### config.mk
export PLATFORM = sky130hd
export DESIGN_NAME = sky130_sram_1rw_tiny_ctrl_flat
export DESIGN_NICKNAME = d
export VERILOG_FILES = /design/src/rtl/sky130_sram_1rw_tiny_ctrl_if.sv /design/src/rtl/sky130_sram_1rw_tiny_ctrl.sv /design/src/flat_wrapper.sv
export SDC_FILE = /design/constraint.sdc
export NUM_CORES = 1
export LEC_CHECK = 0
export CORE_MARGIN = 1
export CORE_UTILIZATION = 41
export CTS_CLUSTER_SIZE = 16
export DETAILED_ROUTE_END_ITERATION = 6
export HOLD_SLACK_MARGIN = 0.06
export PLACE_DENSITY = 0.81
export SYNTH_ARGS = -nofsm -noshare
export SYNTH_HDL_FRONTEND = slang
export SYNTH_SLANG_ARGS = --single-unit
export TNS_END_PERCENT = 1
### constraint.sdc
create_clock -name clk0 -period 2.6 [get_ports clk0]
set_input_delay 0.39 -clock clk0 [delete_from_list [all_inputs] [get_ports clk0]]
set_output_delay 0.39 -clock clk0 [all_outputs]
set_load 0.01 [all_outputs]
### src/rtl/sky130_sram_1rw_tiny_ctrl_if.sv
// Host-side request/response channel of the sky130_sram_1rw_tiny controller.
// The master drives requests and consumes responses; the controller is the slave.
interface sky130_sram_1rw_tiny_ctrl_if #(
   parameter int unsigned DATA_WIDTH = 32,
   parameter int unsigned ADDR_WIDTH = 4,
   parameter int unsigned NUM_WMASKS = 4
);
   logic                  req_valid;
   logic                  req_ready;
   logic                  req_we;
   logic [ADDR_WIDTH-1:0] req_addr;
   logic [NUM_WMASKS-1:0] req_wmask;
   logic [DATA_WIDTH-1:0] req_wdata;
   logic                  rsp_valid;
   logic                  rsp_ready;
   logic [DATA_WIDTH-1:0] rsp_rdata;

   modport master (
      output req_valid, req_we, req_addr, req_wmask, req_wdata, rsp_ready,
      input  req_ready, rsp_valid, rsp_rdata
   );

   modport slave (
      input  req_valid, req_we, req_addr, req_wmask, req_wdata, rsp_ready,
      output req_ready, rsp_valid, rsp_rdata
   );
endinterface

### src/rtl/sky130_sram_1rw_tiny_ctrl.sv
// Request/response initiator for one 16x32 sky130_sram_1rw_tiny macro.
// Define SRAM_CTRL_CLEAR_EN to zero the whole array after every reset.
module sky130_sram_1rw_tiny_ctrl #(
   parameter int unsigned DATA_WIDTH = 32,
   parameter int unsigned ADDR_WIDTH = 4,
   parameter int unsigned NUM_WMASKS = 4
) (
   input  logic                  clk0,
   input  logic                  rst0,
   sky130_sram_1rw_tiny_ctrl_if.slave host,
   output logic                  init_busy,
   output logic                  sram_csb0,
   output logic                  sram_web0,
   output logic [NUM_WMASKS-1:0] sram_wmask0,
   output logic [ADDR_WIDTH-1:0] sram_addr0,
   output logic [DATA_WIDTH-1:0] sram_din0,
   input  logic [DATA_WIDTH-1:0] sram_dout0
);

   typedef enum logic [2:0] {
      ST_IDLE,
      ST_RD_ISSUE,
      ST_RD_DATA,
`ifdef SRAM_CTRL_CLEAR_EN
      ST_RSP,
      ST_INIT
`else
      ST_RSP
`endif
   } state_t;

`ifdef SRAM_CTRL_CLEAR_EN
   localparam logic [ADDR_WIDTH-1:0] ADDR_MAX = ADDR_WIDTH'((1 << ADDR_WIDTH) - 1);
   localparam state_t RST_STATE = ST_INIT;
   localparam logic   RST_BUSY  = 1'b1;
   logic [ADDR_WIDTH-1:0] init_addr;
`else
   localparam state_t RST_STATE = ST_IDLE;
   localparam logic   RST_BUSY  = 1'b0;
`endif

   state_t state;

   // Single-process FSM; req_ready is a registered copy of (state == ST_IDLE).
   always_ff @(posedge clk0 or posedge rst0) begin
      if (rst0) begin
         state          <= RST_STATE;
         host.req_ready <= ~RST_BUSY;
         host.rsp_valid <= 1'b0;
         host.rsp_rdata <= '0;
         init_busy      <= RST_BUSY;
         sram_csb0      <= 1'b1;
         sram_web0      <= 1'b1;
         sram_wmask0    <= '0;
         sram_addr0     <= '0;
         sram_din0      <= '0;
`ifdef SRAM_CTRL_CLEAR_EN
         init_addr      <= '0;
`endif
      end else begin
         // Chip select is a one-cycle pulse; the other pins keep their last value.
         sram_csb0 <= 1'b1;
         case (state)
            ST_IDLE: begin
               if (host.req_valid) begin
                  if (host.req_we) begin
                     if (|host.req_wmask) begin
                        sram_csb0   <= 1'b0;
                        sram_web0   <= 1'b0;
                        sram_addr0  <= host.req_addr;
                        sram_wmask0 <= host.req_wmask;
                        sram_din0   <= host.req_wdata;
                     end
                  end else begin
                     sram_csb0      <= 1'b0;
                     sram_web0      <= 1'b1;
                     sram_addr0     <= host.req_addr;
                     state          <= ST_RD_ISSUE;
                     host.req_ready <= 1'b0;
                  end
               end
            end
            ST_RD_ISSUE: state <= ST_RD_DATA;
            ST_RD_DATA: begin
               // dout0 is only valid up to this edge.
               host.rsp_rdata <= sram_dout0;
               host.rsp_valid <= 1'b1;
               state          <= ST_RSP;
            end
            ST_RSP: begin
               if (host.rsp_ready) begin
                  host.rsp_valid <= 1'b0;
                  host.req_ready <= 1'b1;
                  state          <= ST_IDLE;
               end
            end
`ifdef SRAM_CTRL_CLEAR_EN
            ST_INIT: begin
               sram_csb0   <= 1'b0;
               sram_web0   <= 1'b0;
               sram_wmask0 <= '1;
               sram_din0   <= '0;
               sram_addr0  <= init_addr;
               init_addr   <= init_addr + ADDR_WIDTH'(1);
               if (init_addr == ADDR_MAX) begin
                  state          <= ST_IDLE;
                  init_busy      <= 1'b0;
                  host.req_ready <= 1'b1;
               end
            end
`endif
            default: begin
               state          <= ST_IDLE;
               host.req_ready <= 1'b1;
            end
         endcase
      end
   end

endmodule

### src/flat_wrapper.sv
// flat-port wrapper written by rule: the top's interface ports become plain ports
module sky130_sram_1rw_tiny_ctrl_flat 
#(
   parameter int unsigned DATA_WIDTH = 32,
   parameter int unsigned ADDR_WIDTH = 4,
   parameter int unsigned NUM_WMASKS = 4
)
  (clk0, rst0, init_busy, sram_csb0, sram_web0, sram_wmask0, sram_addr0, sram_din0, sram_dout0, host_req_valid, host_req_we, host_req_addr, host_req_wmask, host_req_wdata, host_rsp_ready, host_req_ready, host_rsp_valid, host_rsp_rdata);
  sky130_sram_1rw_tiny_ctrl_if #(.DATA_WIDTH(DATA_WIDTH), .ADDR_WIDTH(ADDR_WIDTH), .NUM_WMASKS(NUM_WMASKS)) host_i ();
  input  logic clk0;
  input  logic rst0;
  output logic init_busy;
  output logic sram_csb0;
  output logic sram_web0;
  output logic [NUM_WMASKS-1:0] sram_wmask0;
  output logic [ADDR_WIDTH-1:0] sram_addr0;
  output logic [DATA_WIDTH-1:0] sram_din0;
  input  logic [DATA_WIDTH-1:0] sram_dout0;
  input wire logic [$bits(host_i.req_valid)-1:0] host_req_valid;
  input wire logic [$bits(host_i.req_we)-1:0] host_req_we;
  input wire logic [$bits(host_i.req_addr)-1:0] host_req_addr;
  input wire logic [$bits(host_i.req_wmask)-1:0] host_req_wmask;
  input wire logic [$bits(host_i.req_wdata)-1:0] host_req_wdata;
  input wire logic [$bits(host_i.rsp_ready)-1:0] host_rsp_ready;
  output wire logic [$bits(host_i.req_ready)-1:0] host_req_ready;
  output wire logic [$bits(host_i.rsp_valid)-1:0] host_rsp_valid;
  output wire logic [$bits(host_i.rsp_rdata)-1:0] host_rsp_rdata;
  assign host_i.req_valid = host_req_valid;
  assign host_i.req_we = host_req_we;
  assign host_i.req_addr = host_req_addr;
  assign host_i.req_wmask = host_req_wmask;
  assign host_i.req_wdata = host_req_wdata;
  assign host_i.rsp_ready = host_rsp_ready;
  assign host_req_ready = host_i.req_ready;
  assign host_rsp_valid = host_i.rsp_valid;
  assign host_rsp_rdata = host_i.rsp_rdata;
  sky130_sram_1rw_tiny_ctrl #(.DATA_WIDTH(DATA_WIDTH), .ADDR_WIDTH(ADDR_WIDTH), .NUM_WMASKS(NUM_WMASKS)) u_core (.clk0(clk0), .rst0(rst0), .host(host_i), .init_busy(init_busy), .sram_csb0(sram_csb0), .sram_web0(sram_web0), .sram_wmask0(sram_wmask0), .sram_addr0(sram_addr0), .sram_din0(sram_din0), .sram_dout0(sram_dout0));
endmodule
-- Word level (Yosys, flattened, before mapping)
Index checks and enable logic that the tools add are counted.
- muxes and demuxes: 18
- reductions and logical operators: 9
- bitwise logic cells: 1
- eq/ne operators: 7
- operator list (operator ; count):
    one-hot mux 3 bit (4 select lines) ; 1
    2-to-1 mux 1 bit ; 10
    2-to-1 mux 3 bit ; 3
    2-to-1 mux 4 bit ; 2
    AND reduction 4 bit ; 2
    equality test 3 x 2 -> 1 bit (second input constant) ; 2
    inequality test 2 bit (second input constant) ; 3
    AND reduction 3 bit ; 2
    OR reduction 4 bit ; 1
    equality test 3 x 1 -> 1 bit (second input constant) ; 1
    zero test 3 bit ; 1
    one-hot mux 1 bit (3 select lines) ; 1
    inequality test 2 x 1 -> 1 bit (second input constant) ; 1
    one-hot mux 1 bit (2 select lines) ; 1
    AND reduction 2 bit ; 1
    nonzero test 2 bit ; 1
    OR reduction 2 bit ; 1
    NOT 1 bit ; 1
- input bits: 77
- output and inout port bits: 77
- logic and storage cells: 44
- flip-flop bits (word level): 79

-- Depth between registers and ports, before layout
- depth after elaboration: 5
- mapped depth: 7

-- Worst setup path after synthesis
OpenSTA, ideal clock, no wires.
- kind: register to register
- start point: reg u_core.state[0]
- end point: reg u_core.sram_din0[0]
- setup slack: 852 ps
- data arrival time: 1623 ps
- setup time: 125 ps
- clock period less this slack: 1748 ps
- cell stages (with the launch flop): 8
- buffers on the path: 2
- cell sequence: dfrtp_1 -> inv_1 -> ha_1 -> and3_2 -> nor2b_2 -> buf_6 -> buf_12 -> mux2_4
- word-level cells in the longest chain between the ends: 2
- RTL lines (what ; line ; source):
    start: declaration ; sky130_sram_1rw_tiny_ctrl.sv:42 ; state_t state;
    start signal: assignment ; sky130_sram_1rw_tiny_ctrl.sv:47 ; state <= RST_STATE;
    start signal: assignment ; sky130_sram_1rw_tiny_ctrl.sv:78 ; state <= ST_RD_ISSUE;
    start signal: assignment ; sky130_sram_1rw_tiny_ctrl.sv:83 ; ST_RD_ISSUE: state <= ST_RD_DATA;
    zero test 3 bit ; sky130_sram_1rw_tiny_ctrl.sv:63 ; case (state)
    AND reduction 4 bit (no line) ; - ;
    end signal: assignment ; sky130_sram_1rw_tiny_ctrl.sv:72 ; sram_din0 <= host.req_wdata;
    end: declaration ; sky130_sram_1rw_tiny_ctrl.sv:16 ; output logic [DATA_WIDTH-1:0] sram_din0,
Every way passes these cells.
A chain may end at the register's enable or synchronous reset.

-- Final worst setup path
- start point: reg u_core.state[0]
- end point: reg u_core.sram_din0[29]
The elaborated chain is that of the path after synthesis.

==> impl_metrics.csv <==
group,metric,value,unit
sta,tns,0,ns
route,dr_wl_met2,3693,um
die,initial_core_util,43.11,%
power_and_ir_drop,power.share.clock,17.1,%
route,num_vias,2124,
finish,postLayoutCoreUtil,68.00,%
power_and_ir_drop,swShare,28.67,%
sta,tightest_slew,0.7136,ns
yosys,synth_top_family_by_area,"multiplexers",
power_and_ir_drop,power_switching,1760,uW
clocking,clock-sinks,78,
sta,min_period_over_period,76.86,%
place,place_area,4778,um^2
finish,fin_area,5011,um^2
clocking,cts_tree,"done",
power_and_ir_drop,p_per_area,1225,nW/um^2
grt,grt_pass1_wl,11780,um
setup_path,path_max_fanout,33,
place,gp_congestion,0.7065,
clocking,cts_setup_buffers,0,
finish,nets,426,
route,wl_met1,2836,um
yosys,syn_nets,269,
power_and_ir_drop,seq_power_share,35.5,%
route,routedWlPerCell,15.72,um
place,place.port_buffers,152,
setup_path,end_kind,"register",
sta,finClkSkew,0.008271,ns
yosys,yosys_warnings,1,
power_and_ir_drop,p_int,4378,uW
yosys,syn_inst,189,
yosys,yosysSeqAreaShare,61.56,%
route,detail-route-antenna-nets,0,
die,pin_count,154,
yosys,postSynthAreaPerCell,16.81,um^2
clocking,cts_made_buffers,9,
sta,maxSlewHeadroom,52.43,%
run,maxCapViolCount,0,
clocking,insertion_delay,0.34,ns
yosys,synth_top_cell_area_share,59.08,%
sta,layout_min_cycle_time,1.998,ns
yosys,yosys.area_share.adder,1.182,%
setup_path,critPathKind,"reg2reg",
setup_path,cp.required,2.82,ns
yosys,synthMuxAreaShare,28.71,%
die,die_area,8105,um^2
grt,grt_overflow_total,0,
clocking,htreeDepth,3,
route,routed.top_layer,"met4",
route,dr.first_iter.drc_count,34,
grt,grtUsageTotal,18.58,%
route,met3WireLength,472,um
die,floorplan.rows,31,
yosys,synth-seq-cells,78,
route,drc,0,
die,core_region_area,7370,um^2
grt,grt_max_degree,41,
route,drt_first_pass_iters,4,
power_and_ir_drop,ir_drop,0.6344,mV
setup_path,critPathArrivalTime,2.22,ns
sta,rsz0062_at_grt,"false",
yosys,yosys-top-cells-area,"dfrtp_1, mux2_2, mux2_4",
hold_path,hold_class,"in2async",
sta,max_freq,500.4,MHz
grt,grt_pass1_vias,2378,
clocking,clk_pin_slew,0.08,ns
grt,antenna_found_initial,0,
route,routed_via_density,4.720,
sta,maxSlewViolCount,0,
clocking,cts-root-buf,"clkbuf_8",
sta,setup_violations,0,
yosys,yosysTopAreaCell,"dfrtp_1",
yosys,synthSimpleGateAreaFrac,2.127,%
finish,antenna_cells,0,
yosys,ys_types,25,
yosys,syn-cell-area,3177,um^2
setup_path,startpoint_type,"register",
place,dp_hpwl,5174,um
finish,areaGrowthSynthToFinish,57.74,%
clocking,postCtsResizedCells,0,
die,die_width,90.03,um
outcome,status,"complete, no violations",
yosys,synth_compound_area_share,2.521,%
finish,drive_above_1_share,26.78,%
yosys,synth_xor_area_share,0,%
die,die_h,90.03,um
clocking,ctsHoldBuffers,0,
route,wirelength,7072,um
power_and_ir_drop,power_leakage,0.002113,uW
power_and_ir_drop,pwr-share-comb,47.4,%
sta,hold_viol_final,0,
clocking,clockBufferDepth,2,
[final cells by class]
type                       count  area, um^2
fill                         540        2359
sequential                    78        1956
timing repair buffer         155        1569
multi-input combinational     96        1106
clock buffer                  12       135.1
tap                           99       123.9
clock inverter                 4       97.59
inverter                       6       23.77
[cells in the final DEF (no fill, tap or decap)]
cell type and n:
a21oi_1 2, a22o_1 3, a22oi_1 1, and3_2 1, buf_12 2, buf_4 1
bufinv_16 3, clkbuf_1 3, clkbuf_8 9, clkdlybuf4s50_1 152, clkinv_2 1, clkinvlp_4 1
conb_1 1, dfrtp_1 75, dfstp_2 3, ha_1 3, inv_1 5, mux2_2 41
mux2_4 30, nand2_1 1, nand2b_1 2, nor2_1 2, nor2b_1 1, nor2b_4 1
nor4_4 1, o21ai_0 3, o22ai_1 1, o31ai_1 2
[worst max-delay path: stages, from the launching register on]
cell,delay (ns)
dfrtp_1,0.40
inv_1,0.12
ha_1,0.28
and3_2,0.27
nor2b_4,0.17
buf_12,0.25
mux2_2,0.37
[cell families after synthesis]
logic type,Yosys count
compound gates,12
fa+ha+maj,3
buf+inv,15
flops,78
mux,71
other cells,1
simple gates,9
[stage by stage]
| stage | total power, uW | std cells | setup WS (ns) | hold slack [ns] |
|---|---|---|---|---|
| after floorplan | 3601 | 189 | 0.2199 | 0.4646 |
| after global placement | 5019 | 434 | 0.5562 | 0.4726 |
| after detailed placement | 5133 | 434 | 0.5194 | 0.4867 |
| after CTS | 6227 | 450 | 0.5858 | 0.4727 |
| after global routing | 6479 | 450 | 0.4616 | 0.5143 |
| final | 6138 | 450 | 0.6016 | 0.4571 |
[cells in the mapped netlist, drive strengths merged]
cell / n
dfstp: 3
inv: 6
nor2: 2
a21oi: 2
a22o: 3
nor4: 1
nand2: 1
nor2b: 2
mux2: 71
o22ai: 1
clkbuf: 1
buf: 8
o31ai: 2
and3: 1
nand2b: 2
conb: 1
dfrtp: 75
a22oi: 1
ha: 3
o21ai: 3
[worst paths after layout]
path                                  startpoint                   endpoint  slack [ns]  cells past startpoint
min in group clk0          u_core.host.req_ready      u_core.host.req_ready        0.50                      2
setup / recovery                 u_core.state[0]       u_core.sram_din0[29]        0.60                      6
hold reg to reg            u_core.host.req_ready      u_core.host.req_ready        0.50                      2
hold / removal                              rst0  u_core.host.rsp_rdata[18]        0.46                      2
setup reg to reg                 u_core.state[0]       u_core.sram_din0[29]        0.60                      6
max in group asynchronous                   rst0  u_core.host.rsp_rdata[14]        1.49                      3
[power groups by stage]
stage | registers (uW) | logic (uW) | clock network [uW]
2_1_floorplan | 2450 | 1150 | 0
3_3_place_gp | 2160 | 2860 | 0
3_5_place_dp | 2200 | 2930 | 0
4_1_cts | 2180 | 2950 | 1090
5_1_grt | 2260 | 3080 | 1130
6_report | 2180 | 2910 | 1050
[layer usage]
layer / vias to the layer above / track usage, %
li1: 973 / -
met1: 1054 / 21.08
met2: 89 / 33.14
met3: 8 / 6.007
met4: 0 / 5.645
met5: - / 0
[state kept, by name, summed over array words and instances (netlist names)]
signal / cells
u_core.host.rsp_rdata: 32
u_core.host.rsp_valid: 1
u_core.sram_csb0: 1
u_core.sram_din0: 32
u_core.state: 2
u_core.sram_web0: 1
u_core.sram_wmask0: 4
u_core.host.req_ready: 1
u_core.sram_addr0: 4
Note: power is estimated with default switching activity, not from simulation.
==> RTL change 1, RTL diff (same flow settings) <==
`NUM_WMASKS` is set to 4 in 3 places; all go to 2.
--- a/src/rtl/sky130_sram_1rw_tiny_ctrl_if.sv
+++ b/src/rtl/sky130_sram_1rw_tiny_ctrl_if.sv
@@ -3,7 +3,7 @@
 interface sky130_sram_1rw_tiny_ctrl_if #(
    parameter int unsigned DATA_WIDTH = 32,
    parameter int unsigned ADDR_WIDTH = 4,
-   parameter int unsigned NUM_WMASKS = 4
+   parameter int unsigned NUM_WMASKS = 2
 );
    logic                  req_valid;
    logic                  req_ready;
--- a/src/rtl/sky130_sram_1rw_tiny_ctrl.sv
+++ b/src/rtl/sky130_sram_1rw_tiny_ctrl.sv
@@ -3,7 +3,7 @@
 module sky130_sram_1rw_tiny_ctrl #(
    parameter int unsigned DATA_WIDTH = 32,
    parameter int unsigned ADDR_WIDTH = 4,
-   parameter int unsigned NUM_WMASKS = 4
+   parameter int unsigned NUM_WMASKS = 2
 ) (
    input  logic                  clk0,
    input  logic                  rst0,
--- a/src/flat_wrapper.sv
+++ b/src/flat_wrapper.sv
@@ -3,7 +3,7 @@
 #(
    parameter int unsigned DATA_WIDTH = 32,
    parameter int unsigned ADDR_WIDTH = 4,
-   parameter int unsigned NUM_WMASKS = 4
+   parameter int unsigned NUM_WMASKS = 2
 )
   (clk0, rst0, init_busy, sram_csb0, sram_web0, sram_wmask0, sram_addr0, sram_din0, sram_dout0, host_req_valid, host_req_we, host_req_addr, host_req_wmask, host_req_wdata, host_rsp_ready, host_req_ready, host_rsp_valid, host_rsp_rdata);
   sky130_sram_1rw_tiny_ctrl_if #(.DATA_WIDTH(DATA_WIDTH), .ADDR_WIDTH(ADDR_WIDTH), .NUM_WMASKS(NUM_WMASKS)) host_i ();
Ports: changed (resized host_req_wmask and sram_wmask0); port bits go from 154 to 150. The function was not compared with the original's and may differ.
==> RTL change 1 against the unedited design <==
- final area shrank 5.2%
- sequential share of layout area rose by 1.1 points
- sequential cell count shrank 2
- worst setup slack improved by 0.20 ns
- total power fell by 8.2%
- area after synthesis fell by 7.4%
- wire length is 9.8% lower
- clock skew fell by 0.00084 ns
==> RTL change 1: results (changes against the unedited design) <==
* Max incr delay on CP at 0.54 ns (+0.14 ns)
* Non-filler cells, final at 434 (-3.6%)
* Hold WS at 0.419 ns (-0.0383 ns)
* Total Wirelength at 6380 um (-9.8%)
* First-pass GRT wire length at 10,200 um (-13%)
* GRT Util Overall at 18.0% (-0.57 points)
* Slowest CP cell: clkdlybuf4s50_1
* Critical path arrival at 1.41 ns (-0.81 ns)
* DPL Wire Length at 4720 um (-8.8%)
* Slew margin rel. at 66.3% (+14 points)
* Outcome: complete, no violations
* Worst vdd ir at 607 uV (-4.3%)
* Top cells by area, synth: dfrtp_1 62%, mux2_2 26%, dfstp_2 2.7%, mux2_4 2.0%, ha_1 1.7%
* Final RePlAce weighted congestion at 0.670 (-5.2%)
* Vias in the first global route at 2,175 (-8.5%)
* Vias per inst at 4.61 (-2.4%)
* Internal reg-to-reg setup slack at 1.04 ns (+0.44 ns)
* Setup Fix Bufs, Post-CTS at 0 (unchanged)
* Crit-path max FO at 2 (-94%)
* Dpl cells at 419 (-3.5%)
* Syn_nets at 259 (-3.7%)
* Share of cells above drive strength 1 at 28.1% (+1.3 points)
* Number of DRC markers in iteration 0 at 36 (+5.9%)
* Placed Instance Area at 0.00456 mm^2 (-4.6%)
* IO Port Bufs at 148 (-2.6%)
* Leak at 2.00 nW (-5.3%)
* Switching Share at 29.2% (+0.53 points)
* Seq/Total Area, Yosys at 64.8% (+3.2 points)
* Cell family with most CP delay: buffers and inverters
* Async set or reset register ratio after synthesis at 100% (unchanged)
* Final #Nets at 413 (-3.1%)
* Largest net degree at the start of global routing at 55 (+34%)
* Syn Area/Cell at 16.3 um^2 (-2.7%)
* Count of different cell masters after synthesis at 22 (-12%)
* Fillers at 510 (-5.6%)
* Top flop regs: u_core.host.rsp_rdata x32, u_core.sram_din0 x32, u_core.sram_addr0 x4
* Setup Skew at 0.00743 ns (-0.000844 ns)
* Post-synth top cells: 73 x dfrtp_1, 67 x mux2_2, 6 x buf_2, 6 x inv_1
* First-pass DRT Iterations at 4 (unchanged)
==> RTL change 1: changes by cell type in the layout (fill, tap and decap cells not counted), moves of 2 or more <==
| cell | change |
|---|---|
| a22o_1 | -3 |
| bufinv_16 | -2 |
| clkbuf_1 | -3 |
| clkdlybuf4s50_1 | -4 |
| clkinv_2 | +2 |
| dfrtp_1 | -2 |
| mux2_2 | +26 |
| mux2_4 | -26 |
| o21ai_0 | -3 |
==> RTL change 1: final cells by class <==
type	count	area share (%)
repair buffers	152	32.4
clock inverters	5	1.11
well taps	96	2.53
inverters	6	0.474
multi-input cells	89	20.5
flip-flops and latches	76	40.1
clock buffers	10	2.90
==> RTL change 1: metal layers <==
layer  vias up  GRT usage (%)  part of all wire [%]
li1        937              -                     -
met1       969           21.2                    41
met2        81           29.5                    50
met3        13           5.24                   6.4
met4         0           10.3                   2.9
met5         -              0                     0
==> RTL change 1: power groups by stage <==
stage | registers [mW] | logic (mW) | clock network, mW
detailed placement | 2.11 | 2.72 | 0
global placement | 2.08 | 2.66 | 0
finish | 2.08 | 2.68 | 0.869
CTS | 2.09 | 2.72 | 0.905
floorplan | 2.38 | 0.960 | 0
global route | 2.16 | 2.87 | 0.955
==> RTL change 1: worst paths after layout <==
path | endpoint | start | cells after the start
worst max-delay path | host_req_ready | u_core.host.req_ready | 1
worst min-delay path | u_core.host.rsp_rdata[7] | rst0 | 2
worst max register to register | u_core.sram_din0[27] | u_core.state[0] | 5
worst min register to register | u_core.host.req_ready | u_core.host.req_ready | 2
max in group asynchronous | u_core.host.req_ready | rst0 | 3
min in group clk0 | u_core.host.req_ready | u_core.host.req_ready | 2
==> RTL change 1: cell families after synthesis <==
logic type	Yosys count	synth area share (%)
AND/OR/NAND/NOR	6	1.23
multiplexers	71	27.7
buffers and inverters	15	2.55
other	1	0.127
AO/OA/AOI/OAI	7	1.96
adder cells (fa/ha/maj)	4	1.70
flip-flops	76	64.8
==> RTL change 1: per-stage QoR <==
step | setup slack [ns] | utilization, % | total power, mW
after floorplan | 0.277 | - | 3.34
after global placement | 0.591 | 66.4 | 4.74
after detailed placement | 0.568 | 66.4 | 4.83
after CTS | 0.780 | 69.1 | 5.72
after global routing | 0.749 | 69.1 | 5.98
final | 0.803 | 69.1 | 5.63
==> RTL change 2, RTL diff (same settings) <==
Made on the original files. Reset style: synchronous (`rst0`), changed in one clocked block.
--- a/src/rtl/sky130_sram_1rw_tiny_ctrl.sv
+++ b/src/rtl/sky130_sram_1rw_tiny_ctrl.sv
@@ -42,7 +42,7 @@
    state_t state;
 
    // Single-process FSM; req_ready is a registered copy of (state == ST_IDLE).
-   always_ff @(posedge clk0 or posedge rst0) begin
+   always_ff @(posedge clk0) begin
       if (rst0) begin
          state          <= RST_STATE;
          host.req_ready <= ~RST_BUSY;
Formal check against the unedited RTL: differs if rst0 is asserted again (counterexample within 4 cycles, from zero or initial values and one cycle with rst0 high); with rst0 held inactive, the same outputs for 10 cycles.
==> RTL change 2 against the unedited design <==
- cell count increased by 27%
- clock skew grew 0.0075 ns
- area after synthesis is 2.0% lower
- worst setup slack improved by 0.21 ns
- final area decreased by 3.0%
- via count increased by 36%
- count of clock-buffer cells in the layout down 1
- sequential cell count unchanged
- wire length rose by 16%
- critical path type is now input pin to flip-flop
- critical endpoint is now u_core.sram_addr0[0]
- largest cell class is now buffers
Power is not compared: it rests on default switching activity, and its combinational part moved more than twofold at a synthesized area within 25%.
==> RTL change 2: results (changes against the unedited design) <==
* Outcome: complete, no violations
* Critical path startpoint: host_req_wmask[3]
* Cell family with most CP delay: buffers and inverters
* Synth Area in Compound Gates at 16.0% (+13 points)
* Max incr delay on CP at 0.48 ns (+0.08 ns)
* Critical path arrival at 2.02 ns (-0.20 ns)
* Syn_nets at 408 (+52%)
* Metal-1 WL at 3360 um (+19%)
* Mux contribution to synthesized area at 10.6% (-18 points)
* Most used DFF post-synth: dfxtp_1
* Seq/Total Area, Yosys at 50.1% (-11 points)
* Tightest Pin Transition at 0.531 ns (-0.182 ns)
* Wire length on met2 at 3830 um (+3.8%)
* Crit-path max FO at 78 (+140%)
* Share of cells above drive strength 1 at 5.52% (-21 points)
* Yosys warnings at 0 (-1)
* Number of DRC markers in iteration 0 at 78 (+130%)
* Post-synth top cells: 78 x dfxtp_1, 40 x a21oi_1, 37 x o21ai_0, 33 x mux2i_1, 33 x nor2_1
* RR Startpoint: u_core.state[0]
* Largest net degree at the start of global routing at 79 (+93%)
* First-pass GRT wire length at 11,700 um (-0.70%)
* DPL Wire Length at 5690 um (+10%)
* Final RePlAce weighted congestion at 0.773 (+9.3%)
* Final #Nets at 546 (+28%)
* Worst Hold Class: input pin to flip-flop
* Vias in the first global route at 2,543 (+6.9%)
* Total Wirelength at 8170 um (+16%)
* Global routing usage on met2 at 31.5% (-1.6 points)
* Top cells by area, synth: dfxtp_1 50%, mux2i_1 11%, nand3b_1 7.7%, a21oi_1 6.4%, o21ai_0 5.9%
* Met3 usage at 7.85% (+1.8 points)
* Internal reg-to-reg setup slack at 1.00 ns (+0.40 ns)
* Slowest CP cell: clkdlybuf4s50_1
* Met3 WL post-DR at 844 um (+79%)
* Async set or reset register ratio after synthesis at 0% (-100 points)
* Count of different cell masters after synthesis at 29 (+16%)
## RTL change 2: cell count changes after synthesis, moves of 31 or more
cell      change
dfxtp_1      +78
dfrtp_1      -75
mux2_2       -41
a21oi_1      +38
o21ai_0      +34
mux2i_1      +33
nand3b_1     +32
nor2_1       +31
## RTL change 2: final cells by class
class / count / area [um^2]
Clock buffer: 11 / 141
Clock inverter: 5 / 58.8
Fill cell: 583 / 2430
Inverter: 8 / 30.0
Multi-Input combinational cell: 211 / 1370
Sequential cell: 78 / 1560
Tap cell: 99 / 124
Timing Repair Buffer: 158 / 1570
## RTL change 2: worst max-delay path by stage
stage               slack [ns]                    to  depth (start not counted)
finish                    0.81  u_core.sram_addr0[0]                          5
global route              0.72  u_core.sram_addr0[0]                          5
CTS                       0.83  u_core.sram_addr0[0]                          5
global placement          0.55  u_core.sram_addr0[3]                          5
detailed placement        0.45  u_core.sram_addr0[0]                          5
floorplan                 1.19  u_core.sram_din0[25]                          7
## RTL change 2: stage by stage
| stage | cell area [um^2] | setup slack, ns | hold WS (ns) | cells | power (mW) |
|---|---|---|---|---|---|
| floorplan | 3110 | 1.19 | 0.468 | 328 | 2.18 |
| global placement | 4660 | 0.552 | 0.459 | 554 | 2.72 |
| detailed placement | 4660 | 0.451 | 0.466 | 554 | 2.76 |
| CTS | 4860 | 0.829 | 0.441 | 570 | 3.67 |
| global route | 4860 | 0.723 | 0.463 | 570 | 3.84 |
| finish | 4860 | 0.810 | 0.454 | 570 | 3.63 |
## RTL change 2: logic make-up after synthesis
logic type / after synthesis
flip-flops: 78
adder cells (fa/ha/maj): 3
AND/OR/NAND/NOR: 86
multiplexers: 33
AO/OA/AOI/OAI: 88
other: 1
buffers and inverters: 39
